File: src/rtl/rv32i_types.sv
// Shared types for the rv32i core pipeline control.
//   hazard_state_t : state encoding of the hazard controller
//     HZ_RUN         - normal issue, all hazard rules evaluated
//     HZ_LU_BUBBLE   - one load-use bubble inserted; load_use masked
//     HZ_SQUASH_WAIT - mispredict seen during an I-fetch stall; the redirect
//                      target is parked in tgt_q until the fetch returns
package rv32i_types;

  typedef enum logic [1:0] {
    HZ_RUN         = 2'd0,
    HZ_LU_BUBBLE   = 2'd1,
    HZ_SQUASH_WAIT = 2'd2
  } hazard_state_t;

endpackage

File: src/rtl/hazard_perf_ctr.sv
// Saturating event counter used by the hazard controller's performance
// monitors. Only built when HAZARD_PERF_EN is defined; otherwise this file
// is empty.
// Ports:
//   clk   - clock
//   rst   - synchronous active-high clear
//   inc   - count one event this cycle
//   count - current value, sticks at all-ones
`ifdef HAZARD_PERF_EN
module hazard_perf_ctr #(
  parameter int unsigned W = 32
) (
  input  logic         clk,
  input  logic         rst,
  input  logic         inc,
  output logic [W-1:0] count
);

  always_ff @(posedge clk) begin
    if (rst) begin
      count <= '0;
    end else if (inc && (count != '1)) begin
      count <= count + W'(1);
    end
  end

endmodule
`endif

File: src/rtl/hazard_ctrl.sv
// Stall/flush controller for the 5-stage rv32i pipeline. Combines load-use,
// EX-stage mispredict and I/D memory handshakes into load enables and
// bubble (flush) strobes for the PC and each pipeline register, and owns
// the PC redirect. A mispredict that lands during an outstanding I-fetch
// is parked in tgt_q and replayed once the fetch returns.
//
// Optional feature macro: HAZARD_PERF_EN adds three 32-bit saturating
// performance counters (perf_lu_bubbles, perf_flushes, perf_stall_cycles).
//
// Ports:
//   clk, rst                        - clock, synchronous active-high reset
//   load_use                        - load in MEM with dependent op in EX
//   br_mispredict, br_target        - EX-stage mispredict and correct PC
//   imem_read, imem_resp            - I-cache request / response
//   dmem_read, dmem_write, dmem_resp- D-cache request / response
//   pc_load, pc_redirect            - PC enable and redirect mux select
//   pc_redirect_addr                - redirect target
//   *_load                          - pipeline register load enables
//   *_flush                         - load a bubble instead of upstream data
//   perf_*                          - event counters (HAZARD_PERF_EN only)
module hazard_ctrl
  import rv32i_types::*;
#(
  parameter int unsigned XLEN = 32
) (
  input  logic            clk,
  input  logic            rst,
  input  logic            load_use,
  input  logic            br_mispredict,
  input  logic [XLEN-1:0] br_target,
  input  logic            imem_read,
  input  logic            imem_resp,
  input  logic            dmem_read,
  input  logic            dmem_write,
  input  logic            dmem_resp,
  output logic            pc_load,
  output logic            pc_redirect,
  output logic [XLEN-1:0] pc_redirect_addr,
  output logic            if_id_load,
  output logic            id_ex_load,
  output logic            ex_mem_load,
  output logic            mem_wb_load,
  output logic            if_id_flush,
  output logic            id_ex_flush,
  output logic            ex_mem_flush
`ifdef HAZARD_PERF_EN
  ,
  output logic [31:0]     perf_lu_bubbles,
  output logic [31:0]     perf_flushes,
  output logic [31:0]     perf_stall_cycles
`endif
);

  hazard_state_t   state_q, state_d;
  logic [XLEN-1:0] tgt_q, tgt_d;
  logic            resp_seen_q, resp_seen_d;
  logic            istall, dstall;

  assign istall = imem_read & ~imem_resp;
  assign dstall = (dmem_read | dmem_write) & ~dmem_resp;

  // NOTE: state registers use non-blocking assignments so every flop
  // samples pre-edge values regardless of statement order.
  always_ff @(posedge clk) begin
    if (rst) begin
      state_q     <= HZ_RUN;
      tgt_q       <= '0;
      resp_seen_q <= 1'b0;
    end else begin
      state_q     <= state_d;
      tgt_q       <= tgt_d;
      resp_seen_q <= resp_seen_d;
    end
  end

  always_comb begin
    // NOTE: every output and next-state value gets a default first so no
    // path through the case leaves one unassigned (which would infer a latch).
    state_d          = state_q;
    tgt_d            = tgt_q;
    resp_seen_d      = resp_seen_q;
    pc_load          = 1'b1;
    pc_redirect      = 1'b0;
    if_id_load       = 1'b1;
    id_ex_load       = 1'b1;
    ex_mem_load      = 1'b1;
    mem_wb_load      = 1'b1;
    if_id_flush      = 1'b0;
    id_ex_flush      = 1'b0;
    ex_mem_flush     = 1'b0;
    pc_redirect_addr = (state_q == HZ_SQUASH_WAIT) ? tgt_q : br_target;

    unique case (state_q)
      HZ_RUN, HZ_LU_BUBBLE: begin
        // Leaving LU_BUBBLE is the default; only a D-stall holds it there.
        state_d = HZ_RUN;
        if (dstall) begin
          // Freeze the whole pipe; EX re-evaluates next cycle.
          {pc_load, if_id_load, id_ex_load, ex_mem_load, mem_wb_load} = '0;
          state_d = state_q;
        end else if (load_use && (state_q == HZ_RUN)) begin
          pc_load      = 1'b0;
          if_id_load   = 1'b0;
          id_ex_load   = 1'b0;
          ex_mem_flush = 1'b1;
          state_d      = HZ_LU_BUBBLE;
        end else if (br_mispredict && !istall) begin
          pc_redirect = 1'b1;
          if_id_flush = 1'b1;
          id_ex_flush = 1'b1;
        end else if (br_mispredict) begin
          // Fetch in flight: the PC cannot move until it returns, so the
          // target is parked and replayed from HZ_SQUASH_WAIT. istall
          // implies no response this cycle.
          tgt_d       = br_target;
          resp_seen_d = 1'b0;
          pc_load     = 1'b0;
          if_id_load  = 1'b0;
          id_ex_flush = 1'b1;
          state_d     = HZ_SQUASH_WAIT;
        end else if (istall) begin
          pc_load     = 1'b0;
          if_id_load  = 1'b0;
          id_ex_flush = 1'b1;
        end
      end

      HZ_SQUASH_WAIT: begin
        // EX holds a bubble here, so mispredict and load_use are moot.
        pc_load     = 1'b0;
        if_id_load  = 1'b0;
        id_ex_flush = 1'b1;
        if (imem_resp) resp_seen_d = 1'b1;
        if (dstall) begin
          // The response may arrive under a D-stall; it is remembered above.
          {pc_load, if_id_load, id_ex_load, ex_mem_load, mem_wb_load} = '0;
          id_ex_flush = 1'b0;
        end else if (imem_resp || resp_seen_q) begin
          // The returned fetch is wrong-path: discard it and redirect.
          pc_load     = 1'b1;
          pc_redirect = 1'b1;
          if_id_load  = 1'b1;
          if_id_flush = 1'b1;
          resp_seen_d = 1'b0;
          state_d     = HZ_RUN;
        end
      end

      default: state_d = HZ_RUN;
    endcase

    // Reset holds the whole pipe and suppresses any redirect.
    if (rst) begin
      {pc_load, if_id_load, id_ex_load, ex_mem_load, mem_wb_load} = '0;
      {if_id_flush, id_ex_flush, ex_mem_flush}                    = '0;
      pc_redirect = 1'b0;
    end
  end

`ifdef HAZARD_PERF_EN
  // A load-use bubble is exactly a RUN -> LU_BUBBLE transition outside reset.
  hazard_perf_ctr #(.W(32)) u_lu_ctr (
    .clk   (clk),
    .rst   (rst),
    .inc   (!rst && (state_q == HZ_RUN) && (state_d == HZ_LU_BUBBLE)),
    .count (perf_lu_bubbles)
  );

  hazard_perf_ctr #(.W(32)) u_flush_ctr (
    .clk   (clk),
    .rst   (rst),
    .inc   (pc_redirect),
    .count (perf_flushes)
  );

  hazard_perf_ctr #(.W(32)) u_stall_ctr (
    .clk   (clk),
    .rst   (rst),
    .inc   (!pc_load && !rst),
    .count (perf_stall_cycles)
  );
`endif

endmodule
File: config.mk
export PLATFORM = sky130hd
export DESIGN_NAME = hazard_ctrl
export DESIGN_NICKNAME = d
export VERILOG_FILES = /design/src/rtl/rv32i_types.sv /design/src/rtl/hazard_perf_ctr.sv /design/src/rtl/hazard_ctrl.sv
export SDC_FILE = /design/constraint.sdc
export NUM_CORES = 1
export LEC_CHECK = 0
export ABC_AREA = 1
export ABC_CLOCK_PERIOD_IN_PS = 1430
export BUFFER_PORTS_ARGS = -buffer_cell sky130_fd_sc_hd__buf_2
export CELL_PAD_IN_SITES_DETAIL_PLACEMENT = 0
export CELL_PAD_IN_SITES_GLOBAL_PLACEMENT = 1
export CORE_MARGIN = 2
export CORE_UTILIZATION = 32
export CTS_CLUSTER_SIZE = 40
export DETAILED_ROUTE_END_ITERATION = 7
export GPL_ROUTABILITY_DRIVEN = 1
export PLACE_DENSITY = 0.8
export REMOVE_ABC_BUFFERS = 1
export SYNTH_ARGS = -nofsm -noshare
export SYNTH_HDL_FRONTEND = slang
export SYNTH_HIERARCHICAL = 1
export SYNTH_SLANG_ARGS = --single-unit
File: constraint.sdc
create_clock -name clk -period 1.43 [get_ports clk]
set_input_delay 0.2145 -clock clk [delete_from_list [all_inputs] [get_ports clk]]
set_output_delay 0.2145 -clock clk [all_outputs]
set_load 0.02 [all_outputs]
======== Yosys cells after proc, flatten, opt, wreduce, memory -nomap -nowiden ========
Index checks and enable logic that the tools add are counted.
word-level totals
  logic and storage cells ................. 78
  input port bits ......................... 41
  output and inout bits ................... 41
  bits in registers ....................... 35
operators by class
  multiplexer cells ....................... 48
  reduce and logical (&&, ||, !) cells .... 11
  bitwise operators ....................... 8
  equal/unequal tests ..................... 8
operator list
  cell                  number
  $mux W1               35
  $mux W32              1
  $mux W2               6
  $ne A2 B2 Y1 const B  5
  $pmux W1 S2           5
  $reduce_and A5 Y1     2
  $not A1 Y1            5
  $pmux W2 S2           1
  $reduce_and A3 Y1     1
  $reduce_or A3 Y1      1
  $and A1 B1 Y1         2
  $eq A2 B1 Y1 const B  1
  $eq A2 B2 Y1 const B  1
  $logic_and A1 B1 Y1   2
  $logic_not A2 Y1      1
  $ne A2 B1 Y1 const B  1
  $reduce_bool A2 Y1    1
  $reduce_or A2 Y1      1
  $logic_not A1 Y1      1
  $logic_or A1 B1 Y1    1
  $or A1 B1 Y1          1

======== Depth between registers and ports, before layout ========
  depth after elaboration ................. 9
  depth in mapped cells ................... 9
  mapped depth without buffers ............ 8

======== Least setup slack after synthesis ========
No wires, ideal clock.
  kind .................................... register to output
  from .................................... reg state_q[1]
  to ...................................... out pc_redirect
  data arrival time ....................... 1432 ps
  required time ........................... 1216 ps
  path slack .............................. -216 ps
  stages on the path, launching flop included .. 7
  path through ............................ dfxtp_1 inv_2 nor2_2 buf_4 nand3_1 a21oi_1 buf_4
on the way
  cells in the longest elaborated chain, start to end .. 6
  elaborated cells on any way between the ends .. 9
  classes of those cells .................. eq/ne: 2; mux: 4; reduce/logical: 3
RTL lines
  element                 line                text
  start, declared         hazard_ctrl.sv:54   hazard_state_t state_q, state_d;
  start signal, assigned  hazard_ctrl.sv:70   state_q <= state_d;
  $logic_not A2 Y1        n/a
  $logic_and A1 B1 Y1     hazard_ctrl.sv:101  end else if (load_use && (state_q == HZ_RUN)) begin
  $mux W1 (2 in series)   n/a
  $pmux W1 S2 (*)         n/a
  $mux W1 (*)             n/a
  end, declared           hazard_ctrl.sv:37   output logic pc_redirect,
Mark *: on every way between the ends. The rest lies on a longest branch, timed or not.

======== Worst setup path after layout ========
  from .................................... reg state_q[1]
  to ...................................... out pc_load
on the way
  cells in the longest elaborated chain, start to end .. 6
  elaborated cells on any way between the ends .. 9
  classes of those cells .................. eq/ne: 2; mux: 4; reduce/logical: 3
RTL lines
  element              line                                   text
  $logic_not A2 Y1     hazard_ctrl.sv:93, hazard_ctrl.sv:101
  $logic_and A1 B1 Y1  hazard_ctrl.sv:101
  $mux W1              hazard_ctrl.sv:101
  $mux W1              hazard_ctrl.sv:97                      if (dstall) begin
  $pmux W1 S2 (*)      hazard_ctrl.sv:93                      unique case (state_q)
  $mux W1 (*)          hazard_ctrl.sv:153                     if (rst) begin
  end, declared        hazard_ctrl.sv:36                      output logic pc_load,
Marks and branches as above.

==> flow_summary.yaml <==
synth:
  synth_edf_count: 0
  synth_ff_type: "dfxtp_1"
  synth_top_family_by_area: "simple AND/OR/NAND/NOR gates"
  synthCells: 310
  synth.distinct_cells: 20
  synthArstFlopShare_pct: 0
  synth_compound_area_share_pct: 17.7
  avgSynthCellArea_um2: 6.54
  synthMuxAreaShare_pct: 0
  synth-xor-area-share_pct: 0
  ys_ff_latch: 35
  syn-cell-area_um2: 2030
  yosys.area_share.simple_pct: 30.1
  synth-adder-area-share_pct: 0
  yosysWarnings: 6
  seq_area_frac_synth_pct: 34.6
layout:
  final_common_cell: "nand2_1"
  fin_util_pct: 50.7
  area_growth_pct: 50.6
  fin_nets: 438
  drive_gt1_share_pct: 39.4
  final_cell_mix: "nand2_1, buf_2, inv_1"
  antenna_cells: 0
floorplanning:
  rows: 28
  fp.dieW_um: 83.6
  coreArea_um2: 6030
  die-area_um2: 6990
  start_util_pct: 33.6
  die_h_um: 83.6
  io_pins: 82
timing:
  setup_tns_ps: -6960
  min_period_ps: 1640
  max_freq_mhz: 609
  setup_viol: 41
  fin_ws_ps: -211
  worst_slew_pin_slew_ps: 318
  slew_viol_final: 0
  max-slew-margin-rel_pct: 78.6
  hold_viol: 0
  rsz0062_at_grt: "yes"
  min_period_over_period_pct: 115
  whs_ps: 171
  finClkSkew_ps: 3.81
worst_setup_path:
  critical_path_class: "reg2out"
  slowest_delay_ps: 390
  crit_required_ps: 1220
  worstPathCellList: "inv_4, nor2_4, buf_12, nand3_4, nand2_1, nor2_1, nor2_1, buf_4"
  cp-start-kind: "flip-flop"
  crit_top_cell: "nor2_1"
  cp_slowest_cell: "dfxtp_4"
  worst-path-max-fanout: 4
  cp.arrival_ps: 1430
  cp-end-kind: "output pin"
  reg2regPathDepth: 9
hold_path:
  holdPathStages: 3
  hold_class: "in2reg"
routing:
  vias: 2287
  via_per_inst: 4.84
  drt_pass1_iterations: 4
  wire_per_inst_um: 12.5
  drtAntennaViolNets: 0
  drc: 0
  drt-total-wl_um: 5890
  drtIter0Drc: 53
clock_tree:
  cts_buffers: 5
  postCtsHoldBufs: 0
  clk_pin_slew_ps: 70
  cts.sink_count: 35
  clk_latency_ps: 280
  clk_path_buf_depth: 2
  clockRootBuffer: "clkbuf_8"
  cts_tree: "built"
  ctsHtreeMaxLevel: 2
place:
  dp_hpwl_um: 3660
  io_buffers: 81
  place.gp.congestion: 0.749
global_route:
  grt_pass1_vias: 1915
  grt_pass1_wl_um: 9160
  groute.usage.overall_pct: 15.6
  grt_max_degree: 35
  gr-total-overflow: 0
  antenna_found_initial: 0
flow_run:
  maxCapViolCount: 0
power:
  vdd_drop_max_mv: 0.381
  leakagePower_nw: 1.37
  finalPower_w: 0.00230
  p_per_area_nw_per_um2: 755
status:
  violations: "negative setup slack"
  status: "finished with violations"
==> flip-flops by register name (all words and copies together) (netlist names) <==
register	cells
state_q	2
resp_seen_q	1
tgt_q	32
==> metrics by stage <==
stage	area, µm²	cells	setup WS [ps]
CTS	2830	469	-224
floorplan	1850	283	-1220
global route	3050	473	-301
finish	3050	473	-211
detailed placement	2510	453	42.3
global placement	2510	453	44.4
==> worst max-delay path, delay by kind of cell, from the launching register on <==
family / cells / cell delay [ps]
buffers and inverters: 3 / 330
and+or+nand+nor: 5 / 420
DFF: 1 / 390
==> timing repair <==
action                                  in CTS  in global routing
buffers inserted                             6                  6
gates resized for setup                     77                 63
endpoints found under the setup margin      41                 42
pin swaps                                    5                  6
cloned                                       2                  1
endpoints found under the hold margin        0                  0
==> logic make-up after synthesis <==
| kind of cell | count (synthesis) |
|---|---|
| flops | 35 |
| buf+inv | 74 |
| compound gates | 71 |
| simple gates | 130 |
==> metal layers <==
layer,GRT usage [%],vias to the layer above,part of all wire (%)
li1,-,1178,-
met1,21.8,1024,46
met2,24.1,75,47
met3,3.46,10,6.1
met4,4.40,0,1.1
met5,0,-,0
==> cells in the mapped netlist (3+ instances only) <==
library cell	number	area, µm²
a21oi_1	35	175
nand3_1	5	25.0
nor2_1	11	41.3
o21ai_0	35	175
dfxtp_1	35	701
buf_2	6	30.0
nand4_1	31	194
buf_6	3	33.8
buf_4	11	82.6
clkbuf_1	4	15.0
nand2_1	77	289
inv_1	44	165
==> area by class of cell <==
class | instances | area, µm²
clock buffers | 7 | 76.3
clock inverters | 1 | 5.00
fillers | 627 | 2970
inverters | 47 | 188
multi-input cells | 201 | 1100
flip-flops and latches | 35 | 708
well taps | 75 | 93.8
repair buffers | 107 | 880
==> power by group <==
part	internal, W	total (W)	switching [W]
Clock	0.000342	0.000683	0.000341
Combinational	0.000271	0.000613	0.000341
Sequential	0.000994	0.00101	0.0000145
Total	0.00161	0.00230	0.000697
==> final timing paths <==
check / startpoint / endpoint / slack (ps)
setup / recovery: state_q[1] / pc_load / -210
hold / removal: br_target[30] / tgt_q[30] / 170
hold reg to reg: tgt_q[28] / tgt_q[28] / 460
setup reg to reg: state_q[1] / tgt_q[8] / 30
Power figures use the tool's default switching activity.
